File: src/rtl/vram_arbiter_pkg.sv
// Shared definitions for the VRAM arbiter slice: VRAM widths, grant states
// and a small pointer-width helper used by the write buffer.
package vram_arbiter_pkg;

    // VRAM geometry: 64K pixels of 3-bit RGB colour.
    localparam int unsigned VRAM_ADDR_W  = 16;
    localparam int unsigned VRAM_COLOR_W = 3;

    // What the VRAM port is doing in the cycle after the decision.
    typedef enum logic [1:0] {
        G_IDLE  = 2'd0,
        G_READ  = 2'd1,
        G_WRITE = 2'd2
    } grant_t;

    // Pointer width for a power-of-2 buffer; never narrower than one bit.
    function automatic int unsigned ptr_width(input int unsigned depth);
        return (depth > 1) ? $clog2(depth) : 1;
    endfunction

endpackage

File: src/rtl/vram_arbiter_if.sv
// Bundle of the CPU write path, VGA read path and VRAM port signals.
// slave: the arbiter side; master: the surrounding CPU/VGA/VRAM side.
interface vram_arbiter_if
    import vram_arbiter_pkg::*;
#(
    parameter int unsigned ADDR_W = VRAM_ADDR_W,
    parameter int unsigned DATA_W = VRAM_COLOR_W
) ();

    // CPU WVM write path
    logic              iCpuWrReq;
    logic [ADDR_W-1:0] iCpuWrAddr;
    logic [DATA_W-1:0] iCpuWrData;
    logic              oCpuStall;

    // VGA scan-out read path
    logic              iVgaRdReq;
    logic [ADDR_W-1:0] iVgaRdAddr;
    logic [DATA_W-1:0] oVgaRdData;
    logic              oVgaRdValid;
    logic              oVgaMiss;

    // VRAM port
    logic [ADDR_W-1:0] oVramAddr;
    logic [DATA_W-1:0] oVramWrData;
    logic              oVramWe;
    logic              oVramRe;
    logic [DATA_W-1:0] iVramRdData;

    // Status
    logic              oIdle;

    modport slave (
        input  iCpuWrReq, iCpuWrAddr, iCpuWrData,
        input  iVgaRdReq, iVgaRdAddr,
        input  iVramRdData,
        output oCpuStall,
        output oVgaRdData, oVgaRdValid, oVgaMiss,
        output oVramAddr, oVramWrData, oVramWe, oVramRe,
        output oIdle
    );

    modport master (
        output iCpuWrReq, iCpuWrAddr, iCpuWrData,
        output iVgaRdReq, iVgaRdAddr,
        output iVramRdData,
        input  oCpuStall,
        input  oVgaRdData, oVgaRdValid, oVgaMiss,
        input  oVramAddr, oVramWrData, oVramWe, oVramRe,
        input  oIdle
    );

endinterface

File: src/rtl/vram_arbiter_sync_fifo.sv
// Single-clock FIFO with occupancy count. DEPTH must be a power of 2 so the
// pointers wrap naturally. Push is ignored when full, pop when empty.
module sync_fifo
    import vram_arbiter_pkg::*;
#(
    parameter int unsigned WIDTH = 19,
    parameter int unsigned DEPTH = 4
) (
    input  logic                           i_clk,
    input  logic                           i_rst_n,
    input  logic                           i_push,
    input  logic [WIDTH-1:0]               i_din,
    input  logic                           i_pop,
    output logic [WIDTH-1:0]               o_dout,
    output logic                           o_full,
    output logic                           o_empty,
    output logic [ptr_width(DEPTH):0]      o_count
);

    localparam int unsigned PTR_W = ptr_width(DEPTH);
    localparam int unsigned CNT_W = PTR_W + 1;

    logic [WIDTH-1:0] r_mem [DEPTH];
    logic [PTR_W-1:0] r_wr_ptr;
    logic [PTR_W-1:0] r_rd_ptr;
    logic [CNT_W-1:0] r_count;

    logic             w_do_push;
    logic             w_do_pop;

    assign o_full    = (r_count == CNT_W'(DEPTH));
    assign o_empty   = (r_count == '0);
    assign o_count   = r_count;
    assign o_dout    = r_mem[r_rd_ptr];

    assign w_do_push = i_push && !o_full;
    assign w_do_pop  = i_pop && !o_empty;

    // Storage array; contents need no reset since the count gates visibility.
    always_ff @(posedge i_clk) begin
        if (w_do_push) begin
            r_mem[r_wr_ptr] <= i_din;
        end
    end

    // Pointers and occupancy; a simultaneous push and pop leaves the count alone.
    always_ff @(posedge i_clk or negedge i_rst_n) begin
        if (!i_rst_n) begin
            r_wr_ptr <= '0;
            r_rd_ptr <= '0;
            r_count  <= '0;
        end else begin
            if (w_do_push) begin
                r_wr_ptr <= r_wr_ptr + PTR_W'(1);
            end
            if (w_do_pop) begin
                r_rd_ptr <= r_rd_ptr + PTR_W'(1);
            end
            case ({w_do_push, w_do_pop})
                2'b10:   r_count <= r_count + CNT_W'(1);
                2'b01:   r_count <= r_count - CNT_W'(1);
                default: r_count <= r_count;
            endcase
        end
    end

endmodule

File: src/rtl/vram_arbiter.sv
// Arbitrates the single-port VRAM between buffered CPU writes and VGA
// scan-out reads. Reads win, except that once the write buffer has sat full
// through STARVE_MAX read grants, one write is forced through.
// The grant is decided combinationally in cycle N and every VRAM-side output
// is registered, so the access appears on the VRAM port in cycle N+1.
module vram_arbiter
    import vram_arbiter_pkg::*;
#(
    parameter int unsigned ADDR_W     = VRAM_ADDR_W,
    parameter int unsigned DATA_W     = VRAM_COLOR_W,
    parameter int unsigned FIFO_DEPTH = 4,
    parameter int unsigned STARVE_MAX = 8
) (
    input  logic           Clock,
    input  logic           Reset,
    vram_arbiter_if.slave  bus
);

    localparam int unsigned ENTRY_W = ADDR_W + DATA_W;
    localparam int unsigned CNT_W   = ptr_width(FIFO_DEPTH) + 1;
    localparam int unsigned ST_W    = $clog2(STARVE_MAX + 1);

    // Write buffer interface
    logic               w_push;
    logic               w_pop;
    logic [ENTRY_W-1:0] w_push_entry;
    logic [ENTRY_W-1:0] w_head;
    logic [ADDR_W-1:0]  w_head_addr;
    logic [DATA_W-1:0]  w_head_data;
    logic               w_fifo_full;
    logic               w_fifo_empty;
    logic [CNT_W-1:0]   w_fifo_count;

    // Arbitration
    logic               w_force;
    grant_t             w_grant;

    // Registered state and VRAM-side outputs
    grant_t             r_state;
    logic [ST_W-1:0]    r_starve;
    logic               r_vram_we;
    logic               r_vram_re;
    logic [ADDR_W-1:0]  r_vram_addr;
    logic [DATA_W-1:0]  r_vram_wr_data;
    logic               r_vga_miss;
    logic               r_rd_valid;

    assign w_push       = bus.iCpuWrReq && !w_fifo_full;
    assign w_push_entry = {bus.iCpuWrAddr, bus.iCpuWrData};
    assign w_head_addr  = w_head[ENTRY_W-1:DATA_W];
    assign w_head_data  = w_head[DATA_W-1:0];
    assign w_pop        = (w_grant == G_WRITE);

    sync_fifo #(
        .WIDTH (ENTRY_W),
        .DEPTH (FIFO_DEPTH)
    ) u_wr_fifo (
        .i_clk   (Clock),
        .i_rst_n (Reset),
        .i_push  (w_push),
        .i_din   (w_push_entry),
        .i_pop   (w_pop),
        .o_dout  (w_head),
        .o_full  (w_fifo_full),
        .o_empty (w_fifo_empty),
        .o_count (w_fifo_count)
    );

    // A full buffer that has been starved long enough overrides VGA priority.
    assign w_force = w_fifo_full && (r_starve == ST_W'(STARVE_MAX));

    // Grant decision for this cycle: forced write, then read, then drain.
    always_comb begin
        w_grant = G_IDLE;
        if (w_force && !w_fifo_empty) begin
            w_grant = G_WRITE;
        end else if (bus.iVgaRdReq) begin
            w_grant = G_READ;
        end else if (!w_fifo_empty) begin
            w_grant = G_WRITE;
        end
    end

    // Grant register, starvation counter and all registered VRAM/VGA outputs.
    always_ff @(posedge Clock or negedge Reset) begin
        if (!Reset) begin
            r_state        <= G_IDLE;
            r_starve       <= '0;
            r_vram_we      <= 1'b0;
            r_vram_re      <= 1'b0;
            r_vram_addr    <= '0;
            r_vram_wr_data <= '0;
            r_vga_miss     <= 1'b0;
            r_rd_valid     <= 1'b0;
        end else begin
            r_state    <= w_grant;
            r_vram_we  <= (w_grant == G_WRITE);
            r_vram_re  <= (w_grant == G_READ);
            r_vga_miss <= bus.iVgaRdReq && (w_grant != G_READ);
            // VRAM data lands one cycle after the read enable.
            r_rd_valid <= r_vram_re;

            case (w_grant)
                G_READ: begin
                    r_vram_addr <= bus.iVgaRdAddr;
                end
                G_WRITE: begin
                    r_vram_addr    <= w_head_addr;
                    r_vram_wr_data <= w_head_data;
                end
                default: begin
                    r_vram_addr    <= r_vram_addr;
                    r_vram_wr_data <= r_vram_wr_data;
                end
            endcase

            // Only reads granted while the buffer stays full count as starvation.
            if ((w_grant == G_WRITE) || !w_fifo_full) begin
                r_starve <= '0;
            end else if ((w_grant == G_READ) && (r_starve != ST_W'(STARVE_MAX))) begin
                r_starve <= r_starve + ST_W'(1);
            end
        end
    end

    assign bus.oCpuStall   = w_fifo_full;
    assign bus.oVramWe     = r_vram_we;
    assign bus.oVramRe     = r_vram_re;
    assign bus.oVramAddr   = r_vram_addr;
    assign bus.oVramWrData = r_vram_wr_data;
    assign bus.oVgaMiss    = r_vga_miss;
    assign bus.oVgaRdValid = r_rd_valid;
    assign bus.oVgaRdData  = r_rd_valid ? bus.iVramRdData : '0;
    assign bus.oIdle       = (w_fifo_count == '0) && (r_state == G_IDLE);

endmodule

File: src/flat_wrapper.sv
// flat-port wrapper written by rule: the top's interface ports become plain ports
module vram_arbiter_flat import vram_arbiter_pkg::*;
#(
    parameter int unsigned ADDR_W     = VRAM_ADDR_W,
    parameter int unsigned DATA_W     = VRAM_COLOR_W,
    parameter int unsigned FIFO_DEPTH = 4,
    parameter int unsigned STARVE_MAX = 8
)
  (Clock, Reset, bus_iCpuWrReq, bus_iCpuWrAddr, bus_iCpuWrData, bus_iVgaRdReq, bus_iVgaRdAddr, bus_iVramRdData, bus_oCpuStall, bus_oVgaRdData, bus_oVgaRdValid, bus_oVgaMiss, bus_oVramAddr, bus_oVramWrData, bus_oVramWe, bus_oVramRe, bus_oIdle);
  vram_arbiter_if #(.ADDR_W(ADDR_W), .DATA_W(DATA_W)) bus_i ();
  input  logic Clock;
  input  logic Reset;
  input wire logic [$bits(bus_i.iCpuWrReq)-1:0] bus_iCpuWrReq;
  input wire logic [$bits(bus_i.iCpuWrAddr)-1:0] bus_iCpuWrAddr;
  input wire logic [$bits(bus_i.iCpuWrData)-1:0] bus_iCpuWrData;
  input wire logic [$bits(bus_i.iVgaRdReq)-1:0] bus_iVgaRdReq;
  input wire logic [$bits(bus_i.iVgaRdAddr)-1:0] bus_iVgaRdAddr;
  input wire logic [$bits(bus_i.iVramRdData)-1:0] bus_iVramRdData;
  output wire logic [$bits(bus_i.oCpuStall)-1:0] bus_oCpuStall;
  output wire logic [$bits(bus_i.oVgaRdData)-1:0] bus_oVgaRdData;
  output wire logic [$bits(bus_i.oVgaRdValid)-1:0] bus_oVgaRdValid;
  output wire logic [$bits(bus_i.oVgaMiss)-1:0] bus_oVgaMiss;
  output wire logic [$bits(bus_i.oVramAddr)-1:0] bus_oVramAddr;
  output wire logic [$bits(bus_i.oVramWrData)-1:0] bus_oVramWrData;
  output wire logic [$bits(bus_i.oVramWe)-1:0] bus_oVramWe;
  output wire logic [$bits(bus_i.oVramRe)-1:0] bus_oVramRe;
  output wire logic [$bits(bus_i.oIdle)-1:0] bus_oIdle;
  assign bus_i.iCpuWrReq = bus_iCpuWrReq;
  assign bus_i.iCpuWrAddr = bus_iCpuWrAddr;
  assign bus_i.iCpuWrData = bus_iCpuWrData;
  assign bus_i.iVgaRdReq = bus_iVgaRdReq;
  assign bus_i.iVgaRdAddr = bus_iVgaRdAddr;
  assign bus_i.iVramRdData = bus_iVramRdData;
  assign bus_oCpuStall = bus_i.oCpuStall;
  assign bus_oVgaRdData = bus_i.oVgaRdData;
  assign bus_oVgaRdValid = bus_i.oVgaRdValid;
  assign bus_oVgaMiss = bus_i.oVgaMiss;
  assign bus_oVramAddr = bus_i.oVramAddr;
  assign bus_oVramWrData = bus_i.oVramWrData;
  assign bus_oVramWe = bus_i.oVramWe;
  assign bus_oVramRe = bus_i.oVramRe;
  assign bus_oIdle = bus_i.oIdle;
  vram_arbiter #(.ADDR_W(ADDR_W), .DATA_W(DATA_W), .FIFO_DEPTH(FIFO_DEPTH), .STARVE_MAX(STARVE_MAX)) u_core (.Clock(Clock), .Reset(Reset), .bus(bus_i));
endmodule
File: config.mk
export PLATFORM = sky130hd
export DESIGN_NAME = vram_arbiter_flat
export DESIGN_NICKNAME = d
export VERILOG_FILES = /design/src/rtl/vram_arbiter_pkg.sv /design/src/rtl/vram_arbiter_if.sv /design/src/rtl/vram_arbiter_sync_fifo.sv /design/src/rtl/vram_arbiter.sv /design/src/flat_wrapper.sv
export SDC_FILE = /design/constraint.sdc
export NUM_CORES = 1
export LEC_CHECK = 0
export ABC_AREA = 1
export CAP_MARGIN = 20
export CELL_PAD_IN_SITES_DETAIL_PLACEMENT = 0
export CELL_PAD_IN_SITES_GLOBAL_PLACEMENT = 1
export CORE_MARGIN = 1.5
export CORE_UTILIZATION = 42
export CTS_CLUSTER_DIAMETER = 40
export DETAILED_ROUTE_END_ITERATION = 8
export PLACE_DENSITY_LB_ADDON = 0.1
export SLEW_MARGIN = 20
export SYNTH_ARGS = -nofsm -noshare
export SYNTH_HDL_FRONTEND = slang
export SYNTH_SLANG_ARGS = --single-unit
File: constraint.sdc
create_clock -name Clock -period 3.5 [get_ports Clock]
set_clock_uncertainty 0.05 [all_clocks]
set_input_delay 0.7 -clock Clock [delete_from_list [all_inputs] [get_ports Clock]]
set_output_delay 0.7 -clock Clock [all_outputs]
set_load 0.05 [all_outputs]
# After elaboration in Yosys (flattened, before gate mapping)
# Memory sizes are Yosys's and may differ from the RTL's.
# Index checks and enable logic that the tools add are counted.
# totals
in_bits	42
ramBits	76
regBits	36
out_inout_bits	28
word_cells	51
n_memories	1
# mem_list
name	words	word_bits	read_ports	rd_clocked_by_memory_dff	write_ports	line_no	rtl
u_core.u_wr_fifo.r_mem	4	19	1	0	1	vram_arbiter_sync_fifo.sv:23	logic [WIDTH-1:0] r_mem [DEPTH];
# op_classes
n_reduce_logical	16
muxes	10
n_addsub	5
eq_ne	8
# ops
operator	count
one-hot mux 16 bit (2 select lines)	1
logical AND 1 bit	8
two-way mux 4 bit	2
two-way mux 2 bit	3
one-hot mux 3 bit (2 select lines)	1
nonzero test 2 bit	3
adder 2 x 1 -> 2 bit, second input constant	2
adder 4 x 1 -> 4 bit, second input constant	1
equality test 2 x 1 -> 1 bit, second input constant	2
equality test 2 bit, second input constant	2
equality test 4 bit, second input constant	1
!= test 4 bit, second input constant	1
adder 3 x 1 -> 3 bit, second input constant	1
equality test 3 bit, second input constant	1
zero test 3 bit	1
two-way mux 3 bit	1
subtractor 3 x 1 -> 3 bit, second input constant	1
zero test 1 bit	2
zero test 2 bit	1
two-way mux 1 bit	2
!= test 2 x 1 -> 1 bit, second input constant	1
logical OR 1 bit	1

# Longest topological paths before layout
# Gate-level depths: netlist of run 1.
# logic_depth
ltp_word	8
mapped_depth	19

# Hierarchy
# Synthesis of run 1 repeated with hierarchy kept, for this count alone.
# unflattened
cells_unflattened	491
hier_area_um2	5109.9
# modules_own_cells
module	cells_per_inst	area_per_inst_um2	n_inst	seq_area_each_um2
sync_fifo	283	3558.4	1	2457.4
vram_arbiter	208	1551.5	1	725.7

# Least setup slack after synthesis of run 1
# No wires, ideal clock.
# synth_timing
path_kind	reg-to-reg
from	register u_core.r_starve[0]
to	register u_core.u_wr_fifo.r_count[2] (netlist: u_core.u_wr_fifo.o_count[2])
n_path_buf	1
setup_time_ns	0.079
stages_incl_launch_ff	20
t_required_ns	3.371
setup_slack_ns	0.921
t_arrival_ns	2.450
cell_sequence	dfrtp_1 -> inv_1 -> ha_1 -> nand2_1 -> inv_1 -> nand2_1 -> o21ai_2 -> nand2_2 -> inv_1 -> ha_1 -> buf_2 -> nand2_1 -> inv_1 -> ha_1 -> inv_1 -> fa_1 -> nor2_1 -> nor2_1 -> nand2_1 -> xor2_1
# synth_between
elab_chain_len	8
word_cells_on_any_way	10
cone_classes	4 x eq/ne; 2 x mux; 4 x reduce/logical
# synth_rtl
element	line_no	rtl
start: declaration	vram_arbiter.sv:40	logic [ST_W-1:0] r_starve;
start signal: assignment	vram_arbiter.sv:121	r_starve <= r_starve + ST_W'(1);
equality test 4 bit (*)	vram_arbiter.sv:70	assign w_force = w_fifo_full && (r_starve == ST_W'(STARVE_MAX));
logical AND 1 bit (*)	vram_arbiter.sv:70	
logical AND 1 bit (*)	vram_arbiter.sv:75	if (w_force && !w_fifo_empty) begin
two-way mux 2 bit (*)	vram_arbiter.sv:75	
via u_core.w_grant[1]	vram_arbiter.sv:36	grant_t w_grant;
equality test 2 bit (*)	vram_arbiter.sv:52	assign w_pop = (w_grant == G_WRITE);
via u_core.u_wr_fifo.i_pop	vram_arbiter_sync_fifo.sv:13	input logic i_pop,
logical AND 1 bit (*)	vram_arbiter_sync_fifo.sv:37	assign w_do_pop = i_pop && !o_empty;
via u_core.u_wr_fifo.w_do_pop	vram_arbiter_sync_fifo.sv:29	logic w_do_pop;
equality test 2 x 1 -> 1 bit or equality test 2 bit (tied branches)	vram_arbiter_sync_fifo.sv:59	case ({w_do_push, w_do_pop})
one-hot mux 3 bit (2 select lines) or nonzero test 2 bit (tied branches)	n/a	
end signal: assignment	vram_arbiter_sync_fifo.sv:60	2'b10: r_count <= r_count + CNT_W'(1);
end signal: assignment	vram_arbiter_sync_fifo.sv:61	2'b01: r_count <= r_count - CNT_W'(1);
end signal: assignment	vram_arbiter_sync_fifo.sv:62	default: r_count <= r_count;
end: declaration	vram_arbiter_sync_fifo.sv:26	logic [CNT_W-1:0] r_count;
# The timed path passes the listed nets; every way through them passes the cells marked *.
# A chain may end at the register's enable or synchronous reset.

# Worst setup path after layout of run 1
# layout_timing
from	register u_core.u_wr_fifo.r_count[0] (netlist: u_core.u_wr_fifo.o_count[0])
to	output bus_oIdle
# layout_between
elab_chain_len	2
# layout_rtl
element	line_no	rtl
zero test 3 bit	vram_arbiter.sv:134	assign bus.oIdle = (w_fifo_count == '0) && (r_state == G_IDLE);
logical AND 1 bit	vram_arbiter.sv:134	
end: declaration	flat_wrapper.sv:27	output wire logic [$bits(bus_i.oIdle)-1:0] bus_oIdle;
# No other way between the ends.

==> summary.txt, run 1 <==
Status
  • Outcome: complete, no violations

Cells and area
  • Nets@finish: 583
  • Layout cells sized above 1: 5.60%
  • FILL cells: 1009
  • Commonest non-fill, non-tap cell in the layout: nand2_1
  • Reg area: 3180 um2
  • Design area: 5860 um2
  • Layout area overhead: 23.2%
  • # diodes: 0
  • Most frequent cells in the layout: nand2_1, edfxtp_1, clkdlybuf4s50_1, nor2_1, nand3_1
  • Footprint of the multi-input gates: 1330 um2

Critical path
  • CP Data Required Time: 2750 ps
  • Crit-path max FO: 3
  • Crit path largest cell delay: 850 ps
  • CP max stage cell: clkdlybuf4s50_1
  • Crit path max-delay family: buffers and inverters
  • Crit-path cells: nor2_1 > nand2_1 > nor3_1 > clkdlybuf4s50_1
  • Critical Path End Type: primary output
  • CP Data Arrival Time: 2070 ps
  • Crit path kind: reg2out
  • Crit start category: flop
  • Crit path buffers/inverters: 1

Yosys
  • Compound-Gate Fraction of Synth Area: 0.947%
  • Register bit total from synthesis: 112
  • Post-synthesis cell count: 462
  • Avg Cell Area, Syn: 10.3 um2
  • Adder-cell share of the synthesized area: 2.79%
  • Mux cell area share after synthesis: 0%
  • Synth Area in XOR/XNOR: 0.737%
  • Largest family of logic cells by synthesized area: simple AND/OR/NAND/NOR gates
  • Syn Std Cell Area: 4750 um2
  • Synth warnings: 0
  • Post-Synth Simple-Gate Area: 23.4%
  • Seq/Total Area, Yosys: 66.9%
  • Synth unique cells: 24
  • Synth Net Count: 514

Route
  • Routed vias: 3133
  • Post-DRT Antenna Nets: 0
  • WL/cell: 14.1 um
  • Via/cell ratio: 4.63
  • DR iter-0 viols: 241
  • First-pass DRT Iterations: 6
  • Drc violations: 0
  • DRT Wirelength: 9500 um

Timing
  • RSZ-0062 raised after global routing: no
  • Period utilisation layout: 80.7%
  • Post-route worst setup slack: 677 ps
  • Final Setup Violations: 0
  • Final setup TNS: 0 ps
  • Tmin final: 2820 ps
  • Rel. slew slack: 43.9%
  • Final Max Tran Viols: 0
  • Final Hold Viols: 0
  • Max Freq: 354 MHz
  • Worst-margin pin slew: 842 ps

Floorplanning
  • Die Ht: 109 um
  • Core area: 10900 um2
  • Std cell rows: 38
  • # IOs: 70
  • Die area: 12000 um2
  • Initial Util: 43.5%
  • Die X: 109 um

Placed design
  • Routability cong.: 0.670
  • Dpl ws: 672 ps
  • IO buf count: 69
  • Post-DP HPWL: 5890 um
  • Post-Place Cell Area: 5550 um2

Hold path
  • Worst min path class: reg2reg

CTS
  • Hold-fix buffers, CTS: 0
  • H-tree Lvls: 3
  • Clock transition at path regs: 70 ps
  • Clk Latency, worst-skew pair: 350 ps
  • CTS Sinks: 112
  • Cts repair resizes: 0
  • CTS root buffer: clkbuf_16
  • TritonCTS Buffers: 9
  • CTS tree: yes
  • Postcts setup bufs: 0
  • CTS max path bufs: 2

Power and ir drop
  • Cell-internal power: 2.95 mW
  • Pleak: 2.50 nW
  • Maximum vdd drop: 0.433 mV
  • P_sw: 1.99 mW
  • Clk pwr share: 21.7%
  • Combinational fraction of design power: 39.2%
  • Cell Pwr Density: 844 nW/um2
  • Sequential share of power: 39.1%
  • Sw Share: 40.2%

Global routing
  • Gr ovfl total: 0
  • First-pass GRT wire length: 15100 um
  • Pin count of the biggest net entering global routing: 39
  • Initial antenna violation count: 0
  • Number of global-route vias before repair: 2894
  • Total Routing Usage GR: 17.3%

Run
  • Max-cap violations: 0
==> worst register-to-register path, delay by kind of cell, from the launching register on <==
family / cells / cell delay (ps)
xor+xnor: 1 / 140
fa+ha+maj: 4 / 820
buf+inv: 5 / 370
compound gates: 1 / 190
simple gates: 7 / 530
flops: 1 / 410
==> power groups by stage <==
stage               clock (mW)  sequential, mW  combinational [mW]
floorplan                    0            2.33                1.01
CTS                       1.10            1.94                1.97
finish                    1.07            1.94                1.94
detailed placement           0            1.97                1.96
global placement             0            1.96                1.95
global route              1.15            1.98                2.16
==> area by class of cell <==
type	count	area share [%]
Multi-Input combinational cell	301	22.6
Clock buffer	10	3.91
Inverter	30	2.01
Timing Repair Buffer	77	12.7
Clock inverter	6	1.39
Tap cell	140	2.99
Sequential cell	112	54.3
==> per-layer routing <==
metal  vias up  GRT usage, %  share of wire [%]
met3         8          5.28                7.0
met4         0          5.10                1.0
met5         -             0                  0
met1      1413          24.7                 48
met2        86          25.5                 44
li1       1626             -                  -
==> flip-flops by register name (all words and copies together) (netlist names) <==
name / flops
u_core.u_wr_fifo.r_mem: 76
u_core.bus.oVramAddr: 16
u_core.r_starve: 4
u_core.bus.oVramWrData: 3
u_core.u_wr_fifo.o_count: 3
u_core.r_state: 2
u_core.u_wr_fifo.r_rd_ptr: 2
u_core.u_wr_fifo.r_wr_ptr: 2
u_core.bus.oVgaMiss: 1
u_core.bus.oVgaRdValid: 1
u_core.bus.oVramRe: 1
u_core.bus.oVramWe: 1
==> Yosys cell counts <==
library cell	number	area [um2]
o21ai_0	4	20.0
inv_6	1	8.76
nand2_2	3	18.8
buf_2	6	30.0
xor2_1	3	26.3
a21oi_1	1	5.00
o21ai_1	1	5.00
nand2_1	179	672
dfrtp_1	36	901
nand3_1	38	190
ha_1	9	113
a31oi_1	1	6.26
clkbuf_1	5	18.8
xnor2_1	1	8.76
fa_1	1	20.0
o21ai_2	1	8.76
buf_6	5	56.3
nor2_1	56	210
inv_1	29	109
nor2_4	1	11.3
buf_4	3	22.5
nor3_1	1	5.00
nand4_1	1	6.26
edfxtp_1	76	2280
==> cells by family (layout without fill, tap and decap cells) <==
family | Yosys count | in the layout
buffers and inverters | 49 | 123
AOI/OAI and AO/OA | 8 | 8
xor gates and xnor gates | 4 | 4
and+or+nand+nor | 279 | 279
adders and majority gates | 10 | 10
DFF | 112 | 112
==> path summary, 6_finish.rpt <==
path	start	end	slack (ps)	depth (start not counted)
max reg2reg	u_core.r_starve[0]$_DFFE_PN0P_	u_core.u_wr_fifo.o_count[2]$_DFFE_PN0P_	930	18
min	u_core.bus.oVramRe$_DFF_PN0_	u_core.bus.oVgaRdValid$_DFF_PN0_	330	0
max in group asynchronous	Reset	u_core.u_wr_fifo.r_wr_ptr[1]$_DFFE_PN0P_	2470	1
min in group asynchronous	Reset	u_core.bus.oVramAddr[4]$_DFFE_PN0P_	390	1
max	u_core.u_wr_fifo.o_count[0]$_DFFE_PN0P_	bus_oIdle	680	4
min reg2reg	u_core.bus.oVramRe$_DFF_PN0_	u_core.bus.oVgaRdValid$_DFF_PN0_	330	0
==> stage by stage <==
step / hold WS, ps / instances / util (%) / power [mW]
after floorplan: 354 / 462 / - / 3.34
final: 326 / 676 / 53.6 / 4.94
after CTS: 328 / 676 / 53.6 / 5.01
after detailed placement: 311 / 660 / 50.7 / 3.92
after global routing: 333 / 676 / 53.6 / 5.29
after global placement: 311 / 660 / 50.7 / 3.91
Power figures use the tool's default switching activity.
==> run 2: changes to the inputs <==
CORE_UTILIZATION = 38   (was 42)
clock period = 2.5 ns   (was 3.5 ns; I/O delays follow)
==> run 2 against run 1 <==
- wire length grew 5.1%
- count of clock-buffer cells in the layout is the same
- clock power grew 23%
- die area grew 10%
- sequential share of layout area shrank 1.7 points
- via count grew 3.5%
- combinational power grew 52%
- utilization shrank 3.6 points
- worst setup slack lost 540 ps
- sequential power grew 38%
- critical path type is now reg2reg
- largest cell class unchanged
- largest power group is now combinational cells
==> summary.txt, run 2 (synthesis gave the netlist of run 1 again) <==
Cells and area
  • Final core utilization: 49.9% (-3.6 points)
  • Nets@finish: 596 (+2.2%)
  • Max reg flops: 76 (unchanged)
  • Commonest non-fill, non-tap cell in the layout: nand2_1
  • Design area: 6050 um2 (+3.2%)
  • # diodes: 0 (unchanged)
  • Final std cells w/o fill: 717 (+6.1%)
  • FILL cells: 1138 (+13%)
  • Most frequent cells in the layout: nand2_1, edfxtp_1, clkdlybuf4s50_1, nor2_1, nand3_1
  • Layout area overhead: 27.2%
  • Layout cells sized above 1: 10.6% (+5.0 points)
  • Biggest register: u_core.u_wr_fifo.r_mem

Timing
  • Final Max Tran Viols: 0 (unchanged)
  • Final Hold Viols: 0 (unchanged)
  • Period utilisation layout: 94.5%
  • RSZ-0062 raised after global routing: yes
  • Worst-margin pin slew: 837 ps (-4.87 ps)
  • Max Freq: 423 MHz
  • Rel. slew slack: 44.2% (+0.32 points)
  • Tmin final: 2360 ps
  • Final Setup Violations: 0 (unchanged)

Power and ir drop
  • P_sw: 2.80 mW (+41%)
  • Maximum vdd drop: 0.643 mV (+49%)
  • Clk pwr share: 19.1% (-2.6 points)
  • Sw Share: 40.3% (+0.069 points)
  • Cell-internal power: 4.14 mW (+40%)
  • Total power: 6.94 mW (+40%)
  • Sequential share of power: 38.5% (-0.6 points)
  • Pleak: 2.56 nW (+2.6%)
  • Combinational fraction of design power: 42.4% (+3.2 points)
  • Cell Pwr Density: 1150 nW/um2 (+36%)

Placed design
  • Post-DP HPWL: 6530 um (+11%)
  • Placed insts: 698 (+5.8%)
  • IO buf count: 69 (unchanged)
  • Post-Place Cell Area: 5720 um2 (+3.0%)
  • Routability cong.: 0.722 (+7.8%)

Route
  • Via/cell ratio: 4.52 (-2.4%)
  • Post-DRT Antenna Nets: 0 (unchanged)
  • DR iter-0 viols: 181 (-25%)
  • Routed vias: 3244 (+3.5%)
  • Drc violations: 0 (unchanged)
  • First-pass DRT Iterations: 4 (-2)
  • DRT Wirelength: 9990 um (+5.1%)
  • WL/cell: 13.9 um (-0.91%)

Critical path
  • CP Data Required Time: 2720 ps (-30 ps)
  • Crit start category: flop
  • Crit-path cells: inv_1 > ha_2 > nand2_2 > inv_2 > nand2_2 > o21ai_2 > nand2_2 > inv_2 > ha_4 > nand2_4 > inv_4 > ha_4 > inv_2 > fa_2 > nor2_1 > nor2_1 > nand2_1 > xor2_1
  • Crit-path max FO: 4 (+1)
  • CP max stage cell: dfrtp_1
  • Critical Path End Type: flop
  • CP Data Arrival Time: 2580 ps (+510 ps)
  • Crit path kind: reg2reg
  • Crit path largest cell delay: 410 ps (-440 ps)

Global routing
  • Total Routing Usage GR: 16.4% (-0.93 points)
  • Pin count of the biggest net entering global routing: 39 (unchanged)
  • Initial antenna violation count: 0 (unchanged)
  • Gr ovfl total: 0 (unchanged)
  • Number of global-route vias before repair: 3057 (+5.6%)
  • First-pass GRT wire length: 16100 um (+6.6%)

Hold path
  • Worst min path class: in2async

CTS
  • CTS Sinks: 112 (unchanged)
  • TritonCTS Buffers: 9 (unchanged)
  • CTS max path bufs: 2 (unchanged)
  • Clock transition at path regs: 70 ps (about the same)
  • H-tree Lvls: 3 (unchanged)
  • Clk Latency, worst-skew pair: 350 ps (about the same)
  • CTS tree: yes
  • CTS root buffer: clkbuf_16

Floorplanning
  • Die Ht: 115 um (+5.0%)
  • Initial Util: 39.3% (-4.2 points)
  • Die X: 115 um (+5.0%)
  • # IOs: 70 (unchanged)
  • Std cell rows: 40 (+5.3%)
  • Die area: 13200 um2 (+10%)
  • Core area: 12100 um2 (+11%)

Status
  • Outcome: complete, no violations

Run
  • Max-cap violations: 0 (unchanged)
[run 2: cell types whose count changed in the layout (fill, tap and decap cells not counted), moves of 3 or more]
| cell | delta |
|---|---|
| buf_4 | +13 |
| buf_12 | +5 |
| clkdlybuf4s50_1 | -5 |
| inv_1 | -5 |
| inv_2 | +4 |
| ha_1 | -3 |
| nand2_1 | -3 |
[run 2: final cells by class]
class | instances | area, um2 | area share [%]
inverter | 30 | 120 | 1.99
multi-input combinational | 301 | 1370 | 22.6
sequential | 112 | 3180 | 52.6
timing repair buffer | 90 | 893 | 14.8
clock buffer | 10 | 229 | 3.79
clock inverter | 6 | 43.8 | 0.724
tap | 168 | 210 | 3.48
[run 2: worst max-delay path: cells and delay by family, from the launching register on]
family                     cells  cell delay (ps)
xor gates and xnor gates       1              130
adders and majority gates      4              780
and+or+nand+nor                7              440
DFF                            1              410
AOI/OAI and AO/OA              1              160
buffers and inverters          5              300
[run 2: metrics by stage]
| step | setup WS [ps] | hold slack [ps] | TNS [ps] |
|---|---|---|---|
| 2_1_floorplan | 15.7 | 154 | 0 |
| 3_3_place_gp | -7.28 | 311 | -7.28 |
| 3_5_place_dp | -57.7 | 318 | -69.4 |
| 4_1_cts | 8.38 | 228 | 0 |
| 5_1_grt | -64.4 | 261 | -64.4 |
| 6_report | 137 | 192 | 0 |
[run 2: power by group through the flow]
| stage | Sequential (mW) | Combinational [mW] | Clock, mW |
|---|---|---|---|
| 6_report | 2.67 | 2.94 | 1.32 |
| 4_1_cts | 2.68 | 2.96 | 1.38 |
| 3_3_place_gp | 2.70 | 2.93 | 0 |
| 2_1_floorplan | 3.26 | 1.43 | 0 |
| 5_1_grt | 2.71 | 3.26 | 1.45 |
| 3_5_place_dp | 2.71 | 2.94 | 0 |
[run 2: path summary, 6_finish.rpt]
check / startpoint / end / slack [ps] / cells after the start
max: u_core.r_starve[1]$_DFFE_PN0P_ / u_core.u_wr_fifo.o_count[2]$_DFFE_PN0P_ / 140 / 18
min reg2reg: u_core.bus.oVramRe$_DFF_PN0_ / u_core.bus.oVgaRdValid$_DFF_PN0_ / 330 / 0
max reg2reg: u_core.r_starve[1]$_DFFE_PN0P_ / u_core.u_wr_fifo.o_count[2]$_DFFE_PN0P_ / 140 / 18
max in group asynchronous: Reset / u_core.bus.oVramAddr[8]$_DFFE_PN0P_ / 1670 / 1
min: Reset / u_core.r_starve[3]$_DFFE_PN0P_ / 190 / 1
min in group Clock: u_core.bus.oVramRe$_DFF_PN0_ / u_core.bus.oVgaRdValid$_DFF_PN0_ / 330 / 0
[run 2: repair_timing]
| action | CTS | global route |
|---|---|---|
| setup buffers | 0 | 3 |
| endpoints found under the setup margin | 1 | 2 |
| hold buffers | 0 | 0 |
| pin swaps | 1 | 7 |
| gates resized for setup | 0 | 13 |
[run 2: metal layers]
metal / global-route usage, % / vias to the layer above / wire length [um]
met5: 0 / - / 0
met4: 4.44 / 0 / 98
met3: 5.27 / 8 / 572
met2: 25.9 / 70 / 4540
met1: 21.9 / 1521 / 4780
li1: - / 1645 / -
==> run 3: changes to the inputs <==
ABC_CLOCK_PERIOD_IN_PS = 2500   (was not set)
==> results of run 3 <==
Same layout as run 2: the final DEF is identical, and so are final timing and power.
